**config.mk**
```make
export PLATFORM = sky130hd
export DESIGN_NAME = sequence_display_ctrl_flat
export DESIGN_NICKNAME = d
export VERILOG_FILES = /design/src/rtl/sequence_display_ctrl_pkg.sv /design/src/rtl/sequence_display_ctrl_if.sv /design/src/rtl/sequence_display_ctrl_cycle_timer.sv /design/src/rtl/sequence_display_ctrl.sv /design/src/flat_wrapper.sv
export SDC_FILE = /design/constraint.sdc
export NUM_CORES = 1
export LEC_CHECK = 0
export CAP_MARGIN = 10
export CORE_ASPECT_RATIO = 0.7
export CORE_MARGIN = 3
export CORE_UTILIZATION = 60
export DETAILED_ROUTE_END_ITERATION = 8
export PLACE_DENSITY = 0.82
export RECOVER_POWER = 100
export SLEW_MARGIN = 20
export SYNTH_ARGS = -nofsm -noshare
export SYNTH_HDL_FRONTEND = slang
export SYNTH_SLANG_ARGS = --single-unit
```
**constraint.sdc**
```tcl
create_clock -name clk -period 6.6 [get_ports clk]
set_clock_uncertainty 0.15 [all_clocks]
set_input_delay 1.32 -clock clk [delete_from_list [all_inputs] [get_ports clk]]
set_output_delay 1.32 -clock clk [all_outputs]
set_load 0.02 [all_outputs]
```
**src/rtl/sequence_display_ctrl_pkg.sv**
```systemverilog
// Shared types and constants for the sequence display controller.
package sequence_display_ctrl_pkg;

  localparam int SDC_ADDR_WIDTH = 5;
  localparam int SDC_DATA_WIDTH = 4;

  typedef enum logic [2:0] {
    ST_IDLE,
    ST_FETCH,
    ST_WAIT_DATA,
    ST_LED_ON,
    ST_LED_OFF,
    ST_DONE
  } disp_state_t;

  // Largest of four timing constants, used to size the cycle timer.
  function automatic int max_of4(input int a, input int b, input int c, input int d);
    int m;
    m = a;
    if (b > m) m = b;
    if (c > m) m = c;
    if (d > m) m = d;
    return m;
  endfunction

endpackage

```
**src/rtl/sequence_display_ctrl_if.sv**
```systemverilog
// Control, sequence-memory and LED signals of the display controller.
interface sequence_display_ctrl_if
  import sequence_display_ctrl_pkg::*;
#(
  parameter int DATA_WIDTH = SDC_DATA_WIDTH,
  parameter int ADDR_WIDTH = SDC_ADDR_WIDTH
);

  logic                  start;
  logic                  abort;
  logic                  speed;
  logic [ADDR_WIDTH-1:0] seq_len;
  logic                  mem_rd;
  logic [ADDR_WIDTH-1:0] mem_addr;
  logic [DATA_WIDTH-1:0] mem_rdata;
  logic [DATA_WIDTH-1:0] led;
  logic                  busy;
  logic                  done;

  // Game FSM / memory / LED side.
  modport master (
    output start, abort, speed, seq_len, mem_rdata,
    input  mem_rd, mem_addr, led, busy, done
  );

  // Display controller side.
  modport slave (
    input  start, abort, speed, seq_len, mem_rdata,
    output mem_rd, mem_addr, led, busy, done
  );

endinterface

```
**src/rtl/sequence_display_ctrl_cycle_timer.sv**
```systemverilog
// Loadable down-counter; expired is high while the count sits at 1.
module sequence_display_ctrl_cycle_timer #(
  parameter int WIDTH = 8
) (
  input  logic             clk,
  input  logic             rst_n,
  input  logic             load,
  input  logic [WIDTH-1:0] load_value,
  output logic             expired
);

  logic [WIDTH-1:0] count_q;
  logic [WIDTH-1:0] count_d;

  // Load takes priority over counting; the counter parks at zero.
  always_comb begin
    count_d = count_q;
    if (load) begin
      count_d = load_value;
    end else if (count_q != '0) begin
      count_d = count_q - WIDTH'(1);
    end
  end

  // Count register.
  always_ff @(posedge clk or negedge rst_n) begin
    if (!rst_n) begin
      count_q <= '0;
    end else begin
      count_q <= count_d;
    end
  end

  assign expired = (count_q == WIDTH'(1));

endmodule

```
**src/rtl/sequence_display_ctrl.sv**
```systemverilog
// Plays the stored colour sequence onto the LEDs: fetch, show, blank, repeat.
module sequence_display_ctrl
  import sequence_display_ctrl_pkg::*;
#(
  parameter int DATA_WIDTH = SDC_DATA_WIDTH,
  parameter int ADDR_WIDTH = SDC_ADDR_WIDTH,
  parameter int ON_SLOW    = 25_000_000,
  parameter int OFF_SLOW   = 12_500_000,
  parameter int ON_FAST    = 12_500_000,
  parameter int OFF_FAST   = 6_250_000
) (
  input  logic                   clk,
  input  logic                   rst_n,
  sequence_display_ctrl_if.slave bus
);

  localparam int T_MAX = max_of4(ON_SLOW, OFF_SLOW, ON_FAST, OFF_FAST);
  localparam int TW    = $clog2(T_MAX + 1);

  localparam logic [TW-1:0] ON_SLOW_T  = TW'(ON_SLOW);
  localparam logic [TW-1:0] OFF_SLOW_T = TW'(OFF_SLOW);
  localparam logic [TW-1:0] ON_FAST_T  = TW'(ON_FAST);
  localparam logic [TW-1:0] OFF_FAST_T = TW'(OFF_FAST);

  if (ON_SLOW < 1 || OFF_SLOW < 1 || ON_FAST < 1 || OFF_FAST < 1) begin : g_param_check
    $error("sequence_display_ctrl: all on/off times must be at least 1 cycle");
  end

  disp_state_t           state_q, state_d;
  logic [ADDR_WIDTH-1:0] idx_q, idx_d;
  logic [ADDR_WIDTH-1:0] len_q, len_d;
  logic                  speed_q, speed_d;
  logic [DATA_WIDTH-1:0] item_q, item_d;

  logic                  timer_load;
  logic [TW-1:0]         timer_value;
  logic                  timer_expired;
  logic [TW-1:0]         on_time;
  logic [TW-1:0]         off_time;

  assign on_time  = speed_q ? ON_FAST_T  : ON_SLOW_T;
  assign off_time = speed_q ? OFF_FAST_T : OFF_SLOW_T;

  sequence_display_ctrl_cycle_timer #(
    .WIDTH (TW)
  ) u_timer (
    .clk        (clk),
    .rst_n      (rst_n),
    .load       (timer_load),
    .load_value (timer_value),
    .expired    (timer_expired)
  );

  // Next-state logic; abort overrides everything once playback has begun,
  // and the index is cleared whenever we fall back to IDLE.
  always_comb begin
    state_d     = state_q;
    idx_d       = idx_q;
    len_d       = len_q;
    speed_d     = speed_q;
    item_d      = item_q;
    timer_load  = 1'b0;
    timer_value = on_time;

    if (state_q != ST_IDLE && bus.abort) begin
      state_d = ST_IDLE;
      idx_d   = '0;
    end else begin
      case (state_q)
        ST_IDLE: begin
          if (bus.start && !bus.abort) begin
            speed_d = bus.speed;
            len_d   = bus.seq_len;
            idx_d   = '0;
            state_d = (bus.seq_len == '0) ? ST_DONE : ST_FETCH;
          end
        end
        ST_FETCH: begin
          state_d = ST_WAIT_DATA;
        end
        ST_WAIT_DATA: begin
          item_d      = bus.mem_rdata;
          timer_load  = 1'b1;
          timer_value = on_time;
          state_d     = ST_LED_ON;
        end
        ST_LED_ON: begin
          if (timer_expired) begin
            timer_load  = 1'b1;
            timer_value = off_time;
            state_d     = ST_LED_OFF;
          end
        end
        ST_LED_OFF: begin
          if (timer_expired) begin
            if (idx_q == (len_q - ADDR_WIDTH'(1))) begin
              state_d = ST_DONE;
            end else begin
              idx_d   = idx_q + ADDR_WIDTH'(1);
              state_d = ST_FETCH;
            end
          end
        end
        ST_DONE: begin
          idx_d   = '0;
          state_d = ST_IDLE;
        end
        default: begin
          idx_d   = '0;
          state_d = ST_IDLE;
        end
      endcase
    end
  end

  // State, index, latched run parameters and the displayed item.
  always_ff @(posedge clk or negedge rst_n) begin
    if (!rst_n) begin
      state_q <= ST_IDLE;
      idx_q   <= '0;
      len_q   <= '0;
      speed_q <= 1'b0;
      item_q  <= '0;
    end else begin
      state_q <= state_d;
      idx_q   <= idx_d;
      len_q   <= len_d;
      speed_q <= speed_d;
      item_q  <= item_d;
    end
  end

  assign bus.mem_rd   = (state_q == ST_FETCH);
  assign bus.mem_addr = idx_q;
  assign bus.led      = (state_q == ST_LED_ON) ? item_q : '0;
  assign bus.busy     = (state_q != ST_IDLE);
  assign bus.done     = (state_q == ST_DONE);

endmodule

```
**src/flat_wrapper.sv**
```systemverilog
// flat-port wrapper written by rule: the top's interface ports become plain ports
module sequence_display_ctrl_flat import sequence_display_ctrl_pkg::*;
#(
  parameter int DATA_WIDTH = SDC_DATA_WIDTH,
  parameter int ADDR_WIDTH = SDC_ADDR_WIDTH,
  parameter int ON_SLOW    = 25_000_000,
  parameter int OFF_SLOW   = 12_500_000,
  parameter int ON_FAST    = 12_500_000,
  parameter int OFF_FAST   = 6_250_000
)
  (clk, rst_n, bus_start, bus_abort, bus_speed, bus_seq_len, bus_mem_rdata, bus_mem_rd, bus_mem_addr, bus_led, bus_busy, bus_done);
  sequence_display_ctrl_if #(.DATA_WIDTH(DATA_WIDTH), .ADDR_WIDTH(ADDR_WIDTH)) bus_i ();
  input  logic clk;
  input  logic rst_n;
  input wire logic [$bits(bus_i.start)-1:0] bus_start;
  input wire logic [$bits(bus_i.abort)-1:0] bus_abort;
  input wire logic [$bits(bus_i.speed)-1:0] bus_speed;
  input wire logic [$bits(bus_i.seq_len)-1:0] bus_seq_len;
  input wire logic [$bits(bus_i.mem_rdata)-1:0] bus_mem_rdata;
  output wire logic [$bits(bus_i.mem_rd)-1:0] bus_mem_rd;
  output wire logic [$bits(bus_i.mem_addr)-1:0] bus_mem_addr;
  output wire logic [$bits(bus_i.led)-1:0] bus_led;
  output wire logic [$bits(bus_i.busy)-1:0] bus_busy;
  output wire logic [$bits(bus_i.done)-1:0] bus_done;
  assign bus_i.start = bus_start;
  assign bus_i.abort = bus_abort;
  assign bus_i.speed = bus_speed;
  assign bus_i.seq_len = bus_seq_len;
  assign bus_i.mem_rdata = bus_mem_rdata;
  assign bus_mem_rd = bus_i.mem_rd;
  assign bus_mem_addr = bus_i.mem_addr;
  assign bus_led = bus_i.led;
  assign bus_busy = bus_i.busy;
  assign bus_done = bus_i.done;
  sequence_display_ctrl #(.DATA_WIDTH(DATA_WIDTH), .ADDR_WIDTH(ADDR_WIDTH), .ON_SLOW(ON_SLOW), .OFF_SLOW(OFF_SLOW), .ON_FAST(ON_FAST), .OFF_FAST(OFF_FAST)) u_core (.clk(clk), .rst_n(rst_n), .bus(bus_i));
endmodule
```
==> flow_summary.ini <==
[logic_synthesis]
ys.flop_type = dfrtp_1
yosysWarnings = 0
ys_seq_area_share_pct = 39.4
syn_area_mm2 = 0.00273
synth.avg_cell_area_um2 = 9.54
synthArstFlopShare_pct = 100
synth_top_cell_by_area = dfrtp_1
synth_nets = 308
synth-edff-count = 0
netlist_instances = 286
synth_top_area_share_pct = 39.4
synth-seq-cells = 43
synth_cell_type_count = 55
synthTopCellsByArea = dfrtp_1 (39%), xor2_1 (4.5%), mux2_2 (4.1%), ha_1 (3.7%), xnor2_1 (3.5%)

[final_layout]
multi_input_area_mm2 = 0.00149
layout_commonest_cell = dfrtp_1
seqCellArea_mm2 = 0.00108
nets = 328
post-route-util_pct = 73.0
fillerInstances = 306
drive_above_1_share_pct = 8.79
area_growth_pct = 10.8
diodes = 0
final_cell_mix = dfrtp_1 (43), nor2_1 (21), o21ai_0 (18)

[floorplan]
start_util_pct = 65.9
io_pins = 26
coreArea_mm2 = 0.00414
die_w_um = 86.6
placement_rows = 19
die_area_mm2 = 0.00540
die_h_um = 62.4

[route]
via_count = 2197
routedWlPerCell_um = 16.9
drtIter0Drc = 132
drc = 0
ant_nets = 0
drt_pre_antenna_iters = 4
via_per_inst = 6.12
wl_mm = 6.07

[worst_setup_path]
r2r_start = u_core.u_timer.count_q[8]
regToRegSetupSlack_ns = 3.03
crit_start = bus_abort
required_ns = 6.66
path_buf_inv = 1
critPathTopFamily = simple AND/OR/NAND/NOR gates
r2r-end = u_core.u_timer.count_q[13]
arrival_ns = 4.36
crit_path_end = u_core.u_timer.count_q[13]
crit_path_cell_trace = dlygate4sd3_1 -> nor4b_1 -> a21oi_1 -> o22ai_1
worstRegToRegCells = 6
cpPeakStageDelay_ns = 1.46
crit_path_end_kind = flop
cp-start-kind = input pin
crit_path_max_fanout = 11
worst-path-stages = 4
cp_slowest_cell = nor4b_1
path_class = input pin to flop

[sta]
rsz0062_at_grt = no
setup_tns_ns = 0
setup_ws_ns = 2.30
fmax_mhz = 233
worstMarginPinSlew_ns = 2.32
max_slew_margin_pct = -54.5
setup_viol = 0
hold_viol = 0
period_share_pct = 65.1
fin_crit_ns = 4.30
drv_slew = 55

[clock_network]
worstSkewPairLatency_ns = 0.30
clk_pin_slew_ns = 0.09
clockBufferDepth = 2
root_buffer = clkbuf_8
postCtsSetupBuffers = 0
postCtsHoldBufs = 0
tritoncts = done
cts_resized = 0
cts_sinks = 43
h-tree-depth = 2
numCtsBuffers = 5

[power]
total_power_mw = 1.04
p_leak_nw = 1.21
peakVddDrop_mv = 0.253
power_density_mw_per_mm2 = 343

[place]
io_buffers = 25
pre_cts_ws_ns = 3.31
gp_congestion = 0.838
dp_hpwl_mm = 4.40

[grt]
grtUsageTotal_pct = 23.8
overflow = 0
grt_pass1_wl_mm = 10.2
antenna_found_initial = 0
grt_max_degree = 44
grt_pass1_vias = 2044

[min_path]
hold_class = flop to flop

[flow_run]
max_cap_violations = 2

[status]
status = finished with violations
violations = max-capacitance violations, max-slew violations
worst min-delay path by stage:
| stage | from | endpoint | slack [ns] | cells past startpoint |
|---|---|---|---|---|
| final | u_core.item_q[0] | u_core.item_q[0] | 0.36 | 1 |
| after floorplan | u_core.item_q[0] | u_core.item_q[0] | 0.32 | 1 |
| after global placement | u_core.item_q[2] | u_core.item_q[2] | 0.33 | 1 |
| after CTS | u_core.item_q[0] | u_core.item_q[0] | 0.37 | 1 |
| after global routing | u_core.item_q[0] | u_core.item_q[0] | 0.39 | 1 |
| after detailed placement | u_core.item_q[0] | u_core.item_q[0] | 0.35 | 1 |
worst reg2reg max path, delay by kind of cell (launching register included):
kind / cells / cell delay (ns)
simple gates: 3 / 1.19
compound gates: 2 / 1.08
buf+inv: 1 / 0.54
flops: 1 / 0.46
layer usage:
| metal | global-route usage, % | share of wire, % | routed length (µm) | vias up |
|---|---|---|---|---|
| li1 | - | - | - | 1073 |
| met1 | 38.9 | 53 | 3230 | 1039 |
| met2 | 31.1 | 39 | 2400 | 72 |
| met3 | 5.14 | 5.7 | 345 | 13 |
| met4 | 6.42 | 1.6 | 98 | 0 |
| met5 | 0 | 0 | 0 | - |
cell type report:
type,count,area share [%]
Multi-Input combinational cell,214,49.2
Tap cell,52,2.15
Clock inverter,2,0.414
Inverter,17,2.15
Sequential cell,43,35.6
Clock buffer,6,2.40
Timing Repair Buffer,25,8.07
synth_stat cells, types with 2 or more instances:
| cell type | n |
|---|---|
| xnor2_1 | 11 |
| nor4_2 | 2 |
| or4_1 | 4 |
| ha_1 | 8 |
| nand2b_1 | 2 |
| nand3_1 | 9 |
| o21ai_1 | 6 |
| o31ai_1 | 2 |
| mux2_2 | 10 |
| nand4_1 | 3 |
| o211a_1 | 2 |
| a31oi_1 | 3 |
| a21oi_1 | 5 |
| mux2i_1 | 3 |
| o211ai_1 | 8 |
| nor2_1 | 21 |
| o21ai_0 | 13 |
| or2_1 | 3 |
| nor2b_1 | 2 |
| dfrtp_1 | 43 |
| o22ai_1 | 2 |
| nand2_1 | 15 |
| a22oi_1 | 2 |
| nor3_1 | 16 |
| o21a_1 | 3 |
| inv_1 | 16 |
| buf_4 | 3 |
| xor2_1 | 14 |
| a211o_1 | 2 |
| nor3b_2 | 2 |
| a21o_1 | 3 |
| o2111ai_1 | 3 |
| nor4_1 | 8 |
| or3_1 | 3 |
| clkbuf_1 | 7 |
| and2_1 | 6 |
| nor3b_1 | 3 |
metrics by stage:
step | instance area, µm² | hold slack [ns] | instances
6_report | 3020 | 0.364 | 359
5_1_grt | 3020 | 0.387 | 359
4_1_cts | 3060 | 0.369 | 359
3_5_place_dp | 2970 | 0.351 | 351
3_3_place_gp | 2970 | 0.331 | 351
2_1_floorplan | 2730 | 0.322 | 286
flip-flops by register name (all words and copies together) (netlist names):
register and count:
u_core.bus.mem_addr 5, u_core.item_q 4, u_core.len_q 5, u_core.speed_q 1, u_core.state_q 3, u_core.u_timer.count_q 25
power by group:
group / leakage (nW) / switching, mW / internal (mW)
Clock: 0.0412 / 0.0911 / 0.0740
Combinational: 0.658 / 0.199 / 0.185
Sequential: 0.514 / 0.126 / 0.362
cell families after synthesis:
logic type	Yosys count	share of synthesized area, %
simple gates	107	23.3
compound gates	61	15.4
flops	43	39.4
mux	13	5.23
xor+xnor	25	8.03
fa+ha+maj	8	3.67
buf+inv	29	4.91
Note: power is estimated with default switching activity, not from simulation.
